--- src/rtl/prbs_share_pkg.sv ---
`default_nettype none
// +----------------------------------------------------------------------+
// | Module   : prbs_share_pkg                                            |
// | Purpose  : Shared types and constants for the PRBS7 time-share ctrl. |
// | Revision : 1.0                                                       |
// +----------------------------------------------------------------------+
package prbs_share_pkg;

  localparam int LFSR_W = 7;

  typedef enum logic [1:0] {
    IDLE = 2'd0,
    LOAD = 2'd1,
    RUN  = 2'd2,
    SAVE = 2'd3
  } state_t;

  localparam logic [LFSR_W-1:0] ZERO_SEED = 7'b0;

endpackage
`default_nettype wire

--- src/rtl/lfsr.sv ---
`default_nettype none
// +----------------------------------------------------------------------+
// | Module   : lfsr                                                      |
// | Purpose  : PRBS7 (x^7+x^6+1) register with synchronous seed load.    |
// | Revision : 1.0                                                       |
// +----------------------------------------------------------------------+
module lfsr
  import prbs_share_pkg::*;
(
  input  logic              clk,
  input  logic              reset,
  input  logic              load,
  input  logic              enable,
  input  logic [LFSR_W-1:0] seed,
  output logic [LFSR_W-1:0] lfsr_out
);

  logic [LFSR_W-1:0] r_q;

  always_ff @(posedge clk or posedge reset) begin
    if (reset) begin
      r_q <= '0;
    end else if (load) begin
      r_q <= seed;
    end else if (enable) begin
      r_q <= {r_q[LFSR_W-2:0], r_q[LFSR_W-1] ^ r_q[LFSR_W-2]};
    end
  end

  assign lfsr_out = r_q;

endmodule
`default_nettype wire

--- src/rtl/prbs_share_ctrl.sv ---
`default_nettype none
// +----------------------------------------------------------------------+
// | Module   : prbs_share_ctrl                                           |
// | Purpose  : Time-shares one PRBS7 lfsr among NUM_REQ requesters, each |
// |            with a saved context. Option: PRBS_SHARE_ZERO_GUARD_EN    |
// |            rejects zero seeds on the cfg port.                       |
// | Revision : 1.0                                                       |
// +----------------------------------------------------------------------+
module prbs_share_ctrl
  import prbs_share_pkg::*;
#(
  parameter int                NUM_REQ      = 4,
  parameter int                LEN_W        = 8,
  parameter logic [LFSR_W-1:0] DEFAULT_SEED = 7'b1100111,
  localparam int               ID_W         = $clog2(NUM_REQ)
) (
  input  logic                     clk,
  input  logic                     reset,
  input  logic [NUM_REQ-1:0]       req,
  input  logic [NUM_REQ*LEN_W-1:0] len,
  output logic [NUM_REQ-1:0]       gnt,
  output logic                     busy,
  output logic                     out_valid,
  input  logic                     out_ready,
  output logic [LFSR_W-1:0]        out_data,
  output logic [ID_W-1:0]          out_id,
  input  logic                     cfg_we,
  input  logic [ID_W-1:0]          cfg_id,
  input  logic [LFSR_W-1:0]        cfg_seed,
  output logic                     cfg_err
);

  state_t            r_state;
  state_t            w_next;
  logic [ID_W-1:0]   r_id;
  logic [ID_W-1:0]   r_last_id;
  logic [ID_W-1:0]   w_pick_id;
  logic [ID_W-1:0]   w_idx;
  logic              w_pick_valid;
  logic [LEN_W-1:0]  r_rem;
  logic [LFSR_W-1:0] r_ctx [NUM_REQ];
  logic [LFSR_W-1:0] w_lfsr_q;
  logic [NUM_REQ-1:0] w_elig;
  logic [LEN_W-1:0]  w_len [NUM_REQ];
  logic              w_accept;
  logic              w_cfg_zero;
  logic              w_cfg_rej;
  logic              w_cfg_ok;
  logic              r_cfg_err;

  genvar gi;
  generate
    for (gi = 0; gi < NUM_REQ; gi++) begin : g_req
      assign w_len[gi]  = len[gi*LEN_W +: LEN_W];
      assign w_elig[gi] = req[gi] && (w_len[gi] != '0);
    end
  endgenerate

  // Scan from farthest to nearest so the first eligible index after r_last_id wins.
  always_comb begin
    w_pick_valid = 1'b0;
    w_pick_id    = '0;
    w_idx        = '0;
    for (int k = NUM_REQ; k >= 1; k--) begin
      w_idx = ID_W'((int'(r_last_id) + k) % NUM_REQ);
      if (w_elig[w_idx]) begin
        w_pick_valid = 1'b1;
        w_pick_id    = w_idx;
      end
    end
  end

  assign w_accept = (r_state == RUN) && out_ready;

  always_ff @(posedge clk or posedge reset) begin
    if (reset) r_state <= IDLE;
    else       r_state <= w_next;
  end

  always_comb begin
    w_next = r_state;
    case (r_state)
      IDLE:    if (w_pick_valid) w_next = LOAD;
      LOAD:    w_next = RUN;
      RUN:     if (w_accept && (r_rem == LEN_W'(1))) w_next = SAVE;
      SAVE:    w_next = IDLE;
      default: w_next = IDLE;
    endcase
  end

  always_ff @(posedge clk or posedge reset) begin
    if (reset) begin
      r_id      <= '0;
      r_rem     <= '0;
      r_last_id <= ID_W'(NUM_REQ - 1);
    end else begin
      if ((r_state == IDLE) && w_pick_valid) begin
        r_id  <= w_pick_id;
        r_rem <= w_len[w_pick_id];
      end
      if (w_accept) r_rem <= r_rem - LEN_W'(1);
      if (r_state == SAVE) r_last_id <= r_id;
    end
  end

`ifdef PRBS_SHARE_ZERO_GUARD_EN
  assign w_cfg_zero = (cfg_seed == ZERO_SEED);
`else
  assign w_cfg_zero = 1'b0;
`endif

  // The active owner's context is off-limits until its advanced state is saved back.
  assign w_cfg_rej = cfg_we && (w_cfg_zero || ((r_state != IDLE) && (cfg_id == r_id)));
  assign w_cfg_ok  = cfg_we && !w_cfg_rej;

  always_ff @(posedge clk or posedge reset) begin
    if (reset) begin
      for (int i = 0; i < NUM_REQ; i++) r_ctx[i] <= DEFAULT_SEED;
      r_cfg_err <= 1'b0;
    end else begin
      r_cfg_err <= w_cfg_rej;
      for (int i = 0; i < NUM_REQ; i++) begin
        if ((r_state == SAVE) && (r_id == ID_W'(i))) begin
          r_ctx[i] <= w_lfsr_q;
        end else if (w_cfg_ok && (cfg_id == ID_W'(i))) begin
          r_ctx[i] <= cfg_seed;
        end
      end
    end
  end

  lfsr u_lfsr (
    .clk      (clk),
    .reset    (reset),
    .load     (r_state == LOAD),
    .enable   (w_accept),
    .seed     (r_ctx[r_id]),
    .lfsr_out (w_lfsr_q)
  );

  always_comb begin
    gnt = '0;
    if (r_state == LOAD) gnt[r_id] = 1'b1;
  end

  assign busy      = (r_state != IDLE);
  assign out_valid = (r_state == RUN);
  assign out_data  = w_lfsr_q;
  assign out_id    = r_id;
  assign cfg_err   = r_cfg_err;

endmodule
`default_nettype wire
--- config.mk ---
export PLATFORM = sky130hd
export DESIGN_NAME = prbs_share_ctrl
export DESIGN_NICKNAME = d
export VERILOG_FILES = /design/src/rtl/prbs_share_pkg.sv /design/src/rtl/lfsr.sv /design/src/rtl/prbs_share_ctrl.sv
export SDC_FILE = /design/constraint.sdc
export NUM_CORES = 1
export LEC_CHECK = 0
export CAP_MARGIN = 10
export CORE_UTILIZATION = 30
export CTS_BUF_LIST = sky130_fd_sc_hd__clkbuf_16
export CTS_CLUSTER_DIAMETER = 40
export DETAILED_ROUTE_END_ITERATION = 6
export SLEW_MARGIN = 10
export SYNTH_ARGS = -nofsm -noshare
export SYNTH_HDL_FRONTEND = slang
export SYNTH_SLANG_ARGS = --single-unit
--- constraint.sdc ---
create_clock -name clk -period 4.9 [get_ports clk]
set_clock_uncertainty 0.1 [all_clocks]
set_input_delay 0.98 -clock clk [delete_from_list [all_inputs] [get_ports clk]]
set_output_delay 0.98 -clock clk [all_outputs]
set_load 0.03 [all_outputs]
After elaboration in Yosys (flattened, before gate mapping)
Index checks and enable logic that the tools add are counted.
{"block": "word_totals", "output_inout_bits": 16, "input_bits": 49, "reg_bits": 50}
{"block": "classes", "magnitude_cmp": 8, "n_reduce_logical": 35, "n_bitwise": 3, "eq_ne": 13, "addsub": 5, "n_mux": 40}
{"op": "7-bit two-way mux", "n": 12}
{"op": "8-bit two-way mux", "n": 4}
{"op": "8-bit nonzero test", "n": 4}
{"op": "1-bit logical AND", "n": 19}
{"op": "8-bit binary-select mux with 2-bit select", "n": 1}
{"op": "2-bit by 3-bit < comparator with 1-bit output (second input constant)", "n": 5}
{"op": "7-bit binary-select mux with 2-bit select", "n": 1}
{"op": "2-bit nonzero test", "n": 7}
{"op": "2-bit == test (second input constant)", "n": 6}
{"op": "2-bit two-way mux", "n": 6}
{"op": "1-bit two-way mux", "n": 9}
{"op": "1-bit binary-select mux with 2-bit select", "n": 4}
{"op": "8-bit by 1-bit == test with 1-bit output (second input constant)", "n": 1}
{"op": "2-bit one-hot mux with 4 select lines", "n": 1}
{"op": "8-bit by 1-bit subtractor with 8-bit output (second input constant)", "n": 1}
{"op": "2-bit by 1-bit == test with 1-bit output (second input constant)", "n": 3}
{"op": "3-bit greater-or-equal comparator (second input constant)", "n": 2}
{"op": "2-bit zero test", "n": 3}
{"op": "2-bit NOT with 3-bit output", "n": 2}
{"op": "2-bit by 1-bit adder with 2-bit output (second input constant)", "n": 2}
{"op": "2-bit adder (second input constant)", "n": 2}
{"op": "4-bit two-way mux", "n": 1}
{"op": "1-bit demux with 2-bit select", "n": 1}
{"op": "2-bit == test", "n": 1}
{"op": "6 further kinds", "n": 6}

Longest topological paths before layout
Gate-level depths: netlist of run 1.
{"block": "depth", "ltp_word": 14, "depth_mapped": 8}

Hierarchy
From an unflattened synthesis of run 1, not the netlist that was laid out.
{"block": "hier_totals", "hier_cells": 319, "area_unflattened_um2": 3229.3}
{"module": "prbs_share_ctrl", "area_each_um2": 2881.5, "cells_per_inst": 286, "n_inst": 1}
{"module": "lfsr", "area_each_um2": 347.8, "cells_per_inst": 33, "n_inst": 1}

Worst setup path after synthesis of run 1
Ideal clock, no wire load.
{"block": "synth_path", "path_kind": "input port to flip-flop", "from": "input port len[3]", "to": "register r_rem[1]", "path_slack_ns": 1.891, "t_arrival_ns": 2.774, "stages": 8, "path_buffers": 1, "cell_sequence": "or4_1 > o21a_1 > a211o_1 > and3_1 > buf_6 > mux2_4 > nand3b_1 > o311ai_1"}
{"block": "synth_between", "elab_chain_len": 14, "word_cells_on_any_way": 26, "classes_between": "mux (21); bitwise (1); reduce/logical (4)"}
{"item": "start: declaration", "line": "prbs_share_ctrl.sv:20", "source": "input logic [NUM_REQ*LEN_W-1:0] len,"}
{"item": "8-bit nonzero test *", "line": "prbs_share_ctrl.sv:55", "source": "assign w_elig[gi] = req[gi] && (w_len[gi] != '0);"}
{"item": "1-bit logical AND *", "line": "prbs_share_ctrl.sv:55"}
{"item": "1-bit binary-select mux with 2-bit select", "line": "prbs_share_ctrl.sv:66", "source": "if (w_elig[w_idx]) begin"}
{"item": "1-bit two-way mux (implied by the code)", "line": "prbs_share_ctrl.sv:66"}
{"item": "2-bit two-way mux (4 in series)", "line": "prbs_share_ctrl.sv:66"}
{"item": "2-bit NOT with 3-bit output (implied by the code)", "line": "prbs_share_ctrl.sv:99", "source": "r_rem <= w_len[w_pick_id];"}
{"item": "8-bit binary-select mux with 2-bit select", "line": "prbs_share_ctrl.sv:99"}
{"item": "8-bit two-way mux (implied by the code) (2 in series)", "line": "prbs_share_ctrl.sv:99"}
{"item": "8-bit two-way mux", "line": "prbs_share_ctrl.sv:97", "source": "if ((r_state == IDLE) && w_pick_valid) begin"}
{"item": "8-bit two-way mux", "line": "prbs_share_ctrl.sv:101", "source": "if (w_accept) r_rem <= r_rem - LEN_W'(1);"}
{"item": "end signal: assignment", "line": "prbs_share_ctrl.sv:99"}
{"item": "end signal: assignment", "line": "prbs_share_ctrl.sv:101"}
{"item": "end: declaration", "line": "prbs_share_ctrl.sv:40", "source": "logic [LEN_W-1:0] r_rem;"}
Mark *: on every way between the ends. The rest lies on a longest branch, timed or not. The select of a mux whose other input is x is not followed.
A chain may end at the register's enable or synchronous reset.

Worst setup path after layout of run 1
{"block": "layout_path", "from": "input port len[13]", "to": "register r_rem[5]"}
{"block": "layout_between", "elab_chain_len": 14, "word_cells_on_any_way": 26, "classes_between": "mux (21); bitwise (1); reduce/logical (4)"}
{"item": "8-bit nonzero test", "line": "prbs_share_ctrl.sv:55"}
{"item": "1-bit logical AND", "line": "prbs_share_ctrl.sv:55"}
{"item": "1-bit binary-select mux with 2-bit select", "line": "prbs_share_ctrl.sv:66"}
{"item": "1-bit two-way mux (implied by the code)", "line": "prbs_share_ctrl.sv:66"}
{"item": "2-bit two-way mux (4 in series)", "line": "prbs_share_ctrl.sv:66"}
{"item": "2-bit NOT with 3-bit output (implied by the code)", "line": "prbs_share_ctrl.sv:99"}
{"item": "8-bit binary-select mux with 2-bit select", "line": "prbs_share_ctrl.sv:99"}
{"item": "8-bit two-way mux (implied by the code) (2 in series)", "line": "prbs_share_ctrl.sv:99"}
{"item": "8-bit two-way mux", "line": "prbs_share_ctrl.sv:97"}
{"item": "8-bit two-way mux", "line": "prbs_share_ctrl.sv:101"}
Several ways; a longest one is shown, not always the timed one. The select of a mux whose other input is x is not followed.

==> results.ini, run 1 <==
[outcome]
outcome=finished clean

[synthesis]
yosys.area.top_type_share_pct=21.9
synthesis.area_um2=3200
seq_area_frac_synth_pct=40.0
synth-edff-count=0
ys_types=56
syn_inst=320
ys_async_sr_fraction_pct=100
ys.flop_type=dfrtp_1
syn_nets=376
syn_avg_cell_area_um2=10.0
ys_top_cells_by_area=dfrtp_1, dfstp_2, mux2i_1, o21ai_0, mux4_2
synth_seq_cells=50
synth_area_leader_cell=dfrtp_1
synth_warnings=0

[power]
peakVddDrop_mv=0.247
leakagePower_nw=1.57
powerDensity_nw_per_um2=588

[sta]
slew_headroom_pct=29.9
fin_setup_tns_ps=0
hold_viol=0
period_minus_slack_ps=3490
rsz0062_at_grt=no
maxSlewViolCount=0
fin_crit_sh_pct=71.3
setup_viol=0
tightest_slew_ps=1050
max_freq_mhz=286

[critical_path]
cp-start-kind=primary input
path_cells=clkdlybuf4s50_1, nor4_1, a21boi_0, o211ai_2, nand3_4, mux2_1, a221o_1
path_delay_family=compound AO/OA/AOI/OAI gates
critPathMaxStageDelay_ps=520
critPathBufInv=1
required_ps=4980
critical_path.endpoint_type=register
crit_path_max_fanout=17
cp.arrival_ps=3570
critical_path_class=in2reg
slowest_stage=nor4_1

[floorplan]
core_area_um2=10300
dieArea_um2=11100
die_h_um=105
die_x_um=105
ios=65
initial_core_util_pct=31.0
placementRows=37

[final_layout]
drive_gt1_share_pct=15.3
final_cell_mix=clkdlybuf4s50_1, mux2i_1, o21ai_0
syn_to_final_growth_pct=28.7
n_fill_cell=1016
fin_nets=433
final_common_cell=clkdlybuf4s50_1
final_util_pct=39.9
diodes=0

[global_routing]
grt_usage_pct=15.8
globalRouteOverflowTotal=0
grt_pass1_wl_um=13800
grt_max_degree=51
antenna_found_initial=0
first_global_vias=2648

[clock_tree]
cts_resized=0
root_buffer=clkbuf_16
cts_buffer_depth=2
clk_latency_ps=290
holdBufCountCts=0
post_cts_buffers=0
htree_levels=2
cts_tree=yes
clk_pin_slew_ps=70
numCtsBuffers=5
clock-sinks=50

[route]
wire_per_inst_um=16.3
drc=0
vias_per_cell=5.14
firstDrtPassIters=4
initialDrtViolationCount=115
vias=2640
drt_wl_total_um=8400
ant_nets=0

[hold_path]
hold_path_class=reg2reg

[place]
port_buffers=64
gp_congestion=0.835
hpwl_um=5900

[run]
maxCapViolCount=0

cell families (layout without fill, tap and decap cells):
family	count (synthesis)	count (layout)	synth area share (%)
buf+inv	26	84	3.48
flops	50	50	40.0
mux	59	59	21.7
fa+ha+maj	7	7	2.74
simple gates	96	96	15.6
xor+xnor	4	4	1.10
compound gates	78	78	15.4
cells in the mapped netlist (3+ instances only):
master and n:
or4_1 7, nand2_1 31, mux2_2 4, nand3b_1 3, nand4_1 4, clkbuf_1 13
and3_1 3, a221oi_1 3, mux2i_1 45, mux4_2 7, ha_1 7, dfrtp_1 28
nand3_1 6, dfstp_2 22, xor2_1 3, inv_1 8, nor4_1 5, o21a_1 3
o21ai_0 32, nor2_1 23, a21oi_1 21
final cells by class:
cell class                 instances  area, um2  area share, %
clock inverter                     3       28.8          0.699
multi-input combinational        244       1820           44.1
sequential                        50       1280           31.0
inverter                           8       30.0          0.729
clock buffer                       5        125           3.04
tap                              136        170           4.13
timing repair buffer              68        671           16.3
final timing paths:
check | startpoint | to | slack (ps) | depth (start not counted)
max in group asynchronous | reset | u_lfsr.lfsr_out[6]$_DFFE_PP0P_ | 2880 | 2
worst min register to register | r_last_id[0]$_DFFE_PP1P_ | r_last_id[0]$_DFFE_PP1P_ | 430 | 2
min in group asynchronous | reset | r_ctx[24]$_DFFE_PP0P_ | 1170 | 2
worst max-delay path | len[13] | r_rem[5]$_DFFE_PP0P_ | 1410 | 7
worst max register to register | r_state[0]$_DFFE_PP0P_ | r_rem[5]$_DFFE_PP0P_ | 2390 | 7
worst min-delay path | r_last_id[0]$_DFFE_PP1P_ | r_last_id[0]$_DFFE_PP1P_ | 430 | 2
where the power goes:
part	leakage (nW)	internal [W]	switching, W
Sequential	0.562	0.000688	0.000242
Clock	0.0763	0.000196	0.000167
Combinational	0.931	0.000548	0.000582
Total	1.57	0.00143	0.000991
registers in the layout, summed over array words and instances (netlist names):
signal / cells
r_ctx: 28
r_rem: 8
u_lfsr.lfsr_out: 7
out_id: 2
r_last_id: 2
r_state: 2
cfg_err: 1
worst register-to-register path: stages, from the launching register on:
cell and delay, ps:
dfrtp_1 410, inv_1 100, ha_1 260, nand2_1 630, or2b_2 450, nand3_1 110
o21ai_0 80, a221o_1 260
per-layer routing:
| metal | vias to the layer above | GRT usage (%) | wire [um] |
|---|---|---|---|
| met1 | 1248 | 21.2 | 3980 |
| li1 | 1303 | - | - |
| met5 | - | 0 | 0 |
| met4 | 0 | 4.23 | 104 |
| met3 | 11 | 3.40 | 462 |
| met2 | 78 | 25.9 | 3850 |
per-stage QoR:
step / std cells / total power [W] / setup WS (ps) / instance area (um2) / hold WS, ps
global route: 514 / 0.00261 / 1160 / 4120 / 465
global placement: 506 / 0.00205 / 1140 / 3970 / 416
floorplan: 320 / 0.00171 / 1890 / 3200 / 391
CTS: 514 / 0.00245 / 1390 / 4120 / 431
detailed placement: 506 / 0.00207 / 1080 / 3970 / 420
finish: 514 / 0.00242 / 1410 / 4120 / 431
No activity file was read; power rests on OpenSTA's default activity.
==> run 2: changes to the inputs <==
clock period = 3.6 ns   (was 4.9 ns; I/O delays follow)
==> results.ini, run 2 (synthesis gave the netlist of run 1 again) <==
[floorplan]
ios=65
die_x_um=105
dieArea_um2=11100
die_h_um=105
placementRows=37
core_area_um2=10300
initial_core_util_pct=31.0

[place]
pre_cts_slack_ps=192
port_buffers=64
hpwl_um=6140
placedCellCount=516
gp_congestion=0.842

[sta]
period_minus_slack_ps=3100
fin_setup_tns_ps=0
max_freq_mhz=323
tightest_slew_ps=856
setup_ws_ps=503
hold_viol=0
slew_headroom_pct=42.8
maxSlewViolCount=0
setup_viol=0
fin_crit_sh_pct=86.0
rsz0062_at_grt=no

[critical_path]
critical_path_class=in2reg
cp.arrival_ps=3150
reg2reg_to=r_rem[5]$_DFFE_PP0P_
required_ps=3650
cp-start-kind=primary input
r2r_start=r_last_id[1]$_DFFE_PP1P_
r2r_slack_ps=1380
r2r_cells=5
critical_path.endpoint_type=register
crit_path_max_fanout=7

[final_layout]
drive_gt1_share_pct=17.3
final_common_cell=clkdlybuf4s50_1
fin_nets=443
final_cell_mix=clkdlybuf4s50_1, mux2i_1, o21ai_0
syn_to_final_growth_pct=31.5
diodes=0
final_util_pct=40.7
max_flop_register=r_ctx
largest_reg_flops=28
finalNonFillerCells=524

[route]
drc=0
wire_per_inst_um=16.5
drt_wl_total_um=8640
firstDrtPassIters=4
wl_met1_um=4200
wl_met2_um=3880
route.met3.wl_um=439
vias=2685
initialDrtViolationCount=162
highest_layer=met4
ant_nets=0
vias_per_cell=5.12

[global_routing]
first_global_vias=2741
grt_pass1_wl_um=14100
antenna_found_initial=0
globalRouteOverflowTotal=0
grt_max_degree=40
grt_usage_pct=16.1

[power]
peakVddDrop_mv=0.485
leakagePower_nw=1.62
powerDensity_nw_per_um2=806

[clock_tree]
cts_buffer_depth=2
numCtsBuffers=5
cts_tree=yes
htree_levels=2
post_cts_buffers=0
clk_pin_slew_ps=70
cts_resized=0
root_buffer=clkbuf_16
clk_latency_ps=290
clock-sinks=50
holdBufCountCts=0

[outcome]
outcome=finished clean

[hold_path]
hold_path_startpoint=r_last_id[0]$_DFFE_PP1P_
hold_path_class=reg2reg
hold_path_depth=2
hold_end=r_last_id[0]$_DFFE_PP1P_

[run]
maxCapViolCount=0

==> run 2: changes by cell type in the layout (fill, tap and decap cells not counted), sizes merged <==
cell,change
buf,+10
bufinv,+1
clkinv,-1
clkinvlp,+1
inv,-1
==> run 2: how the worst max path moves through the flow <==
stage,endpoint,start,slack [ps]
finish,r_rem[7]$_DFFE_PP0P_,len[28],500
global route,r_rem[7]$_DFFE_PP0P_,len[3],320
CTS,r_rem[5]$_DFFE_PP0P_,len[28],500
detailed placement,r_rem[5]$_DFFE_PP0P_,len[28],190
global placement,r_rem[5]$_DFFE_PP0P_,len[28],240
floorplan,r_rem[1]$_DFFE_PP0P_,len[3],850
==> run 2: metrics by stage <==
| stage | area [um2] | power [W] | hold WS (ps) |
|---|---|---|---|
| after floorplan | 3200 | 0.00233 | 391 |
| after global placement | 4040 | 0.00285 | 412 |
| after detailed placement | 4040 | 0.00288 | 423 |
| after CTS | 4210 | 0.00343 | 433 |
| after global routing | 4210 | 0.00364 | 462 |
| final | 4210 | 0.00339 | 429 |
==> run 2: layer usage <==
layer	track usage, %	vias up
met3	3.15	10
li1	-	1321
met1	21.8	1285
met2	26.5	69
met5	0	-
met4	3.52	0
==> run 2: cell type report <==
class | instances | area [um2]
fill | 1027 | 6120
multi-input combinational | 244 | 1820
sequential | 50 | 1280
timing repair buffer | 78 | 746
tap | 136 | 170
clock buffer | 5 | 125
clock inverter | 3 | 41.3
inverter | 8 | 30.0
==> run 2: worst max-delay path, cell delays in order <==
cell and delay, ps:
clkdlybuf4s50_1 430, or4_1 610, o21a_1 220, o41ai_1 470, or2b_2 290, nor2_2 100
a22oi_1 210, nand3_1 100
==> run 2: where the power goes <==
part	internal (W)	total [W]	leakage, nW	switching, W
combinational	0.000780	0.00166	0.981	0.000878
sequential	0.000938	0.00120	0.562	0.000265
clock	0.000325	0.000531	0.0812	0.000205
total	0.00204	0.00339	1.62	0.00135
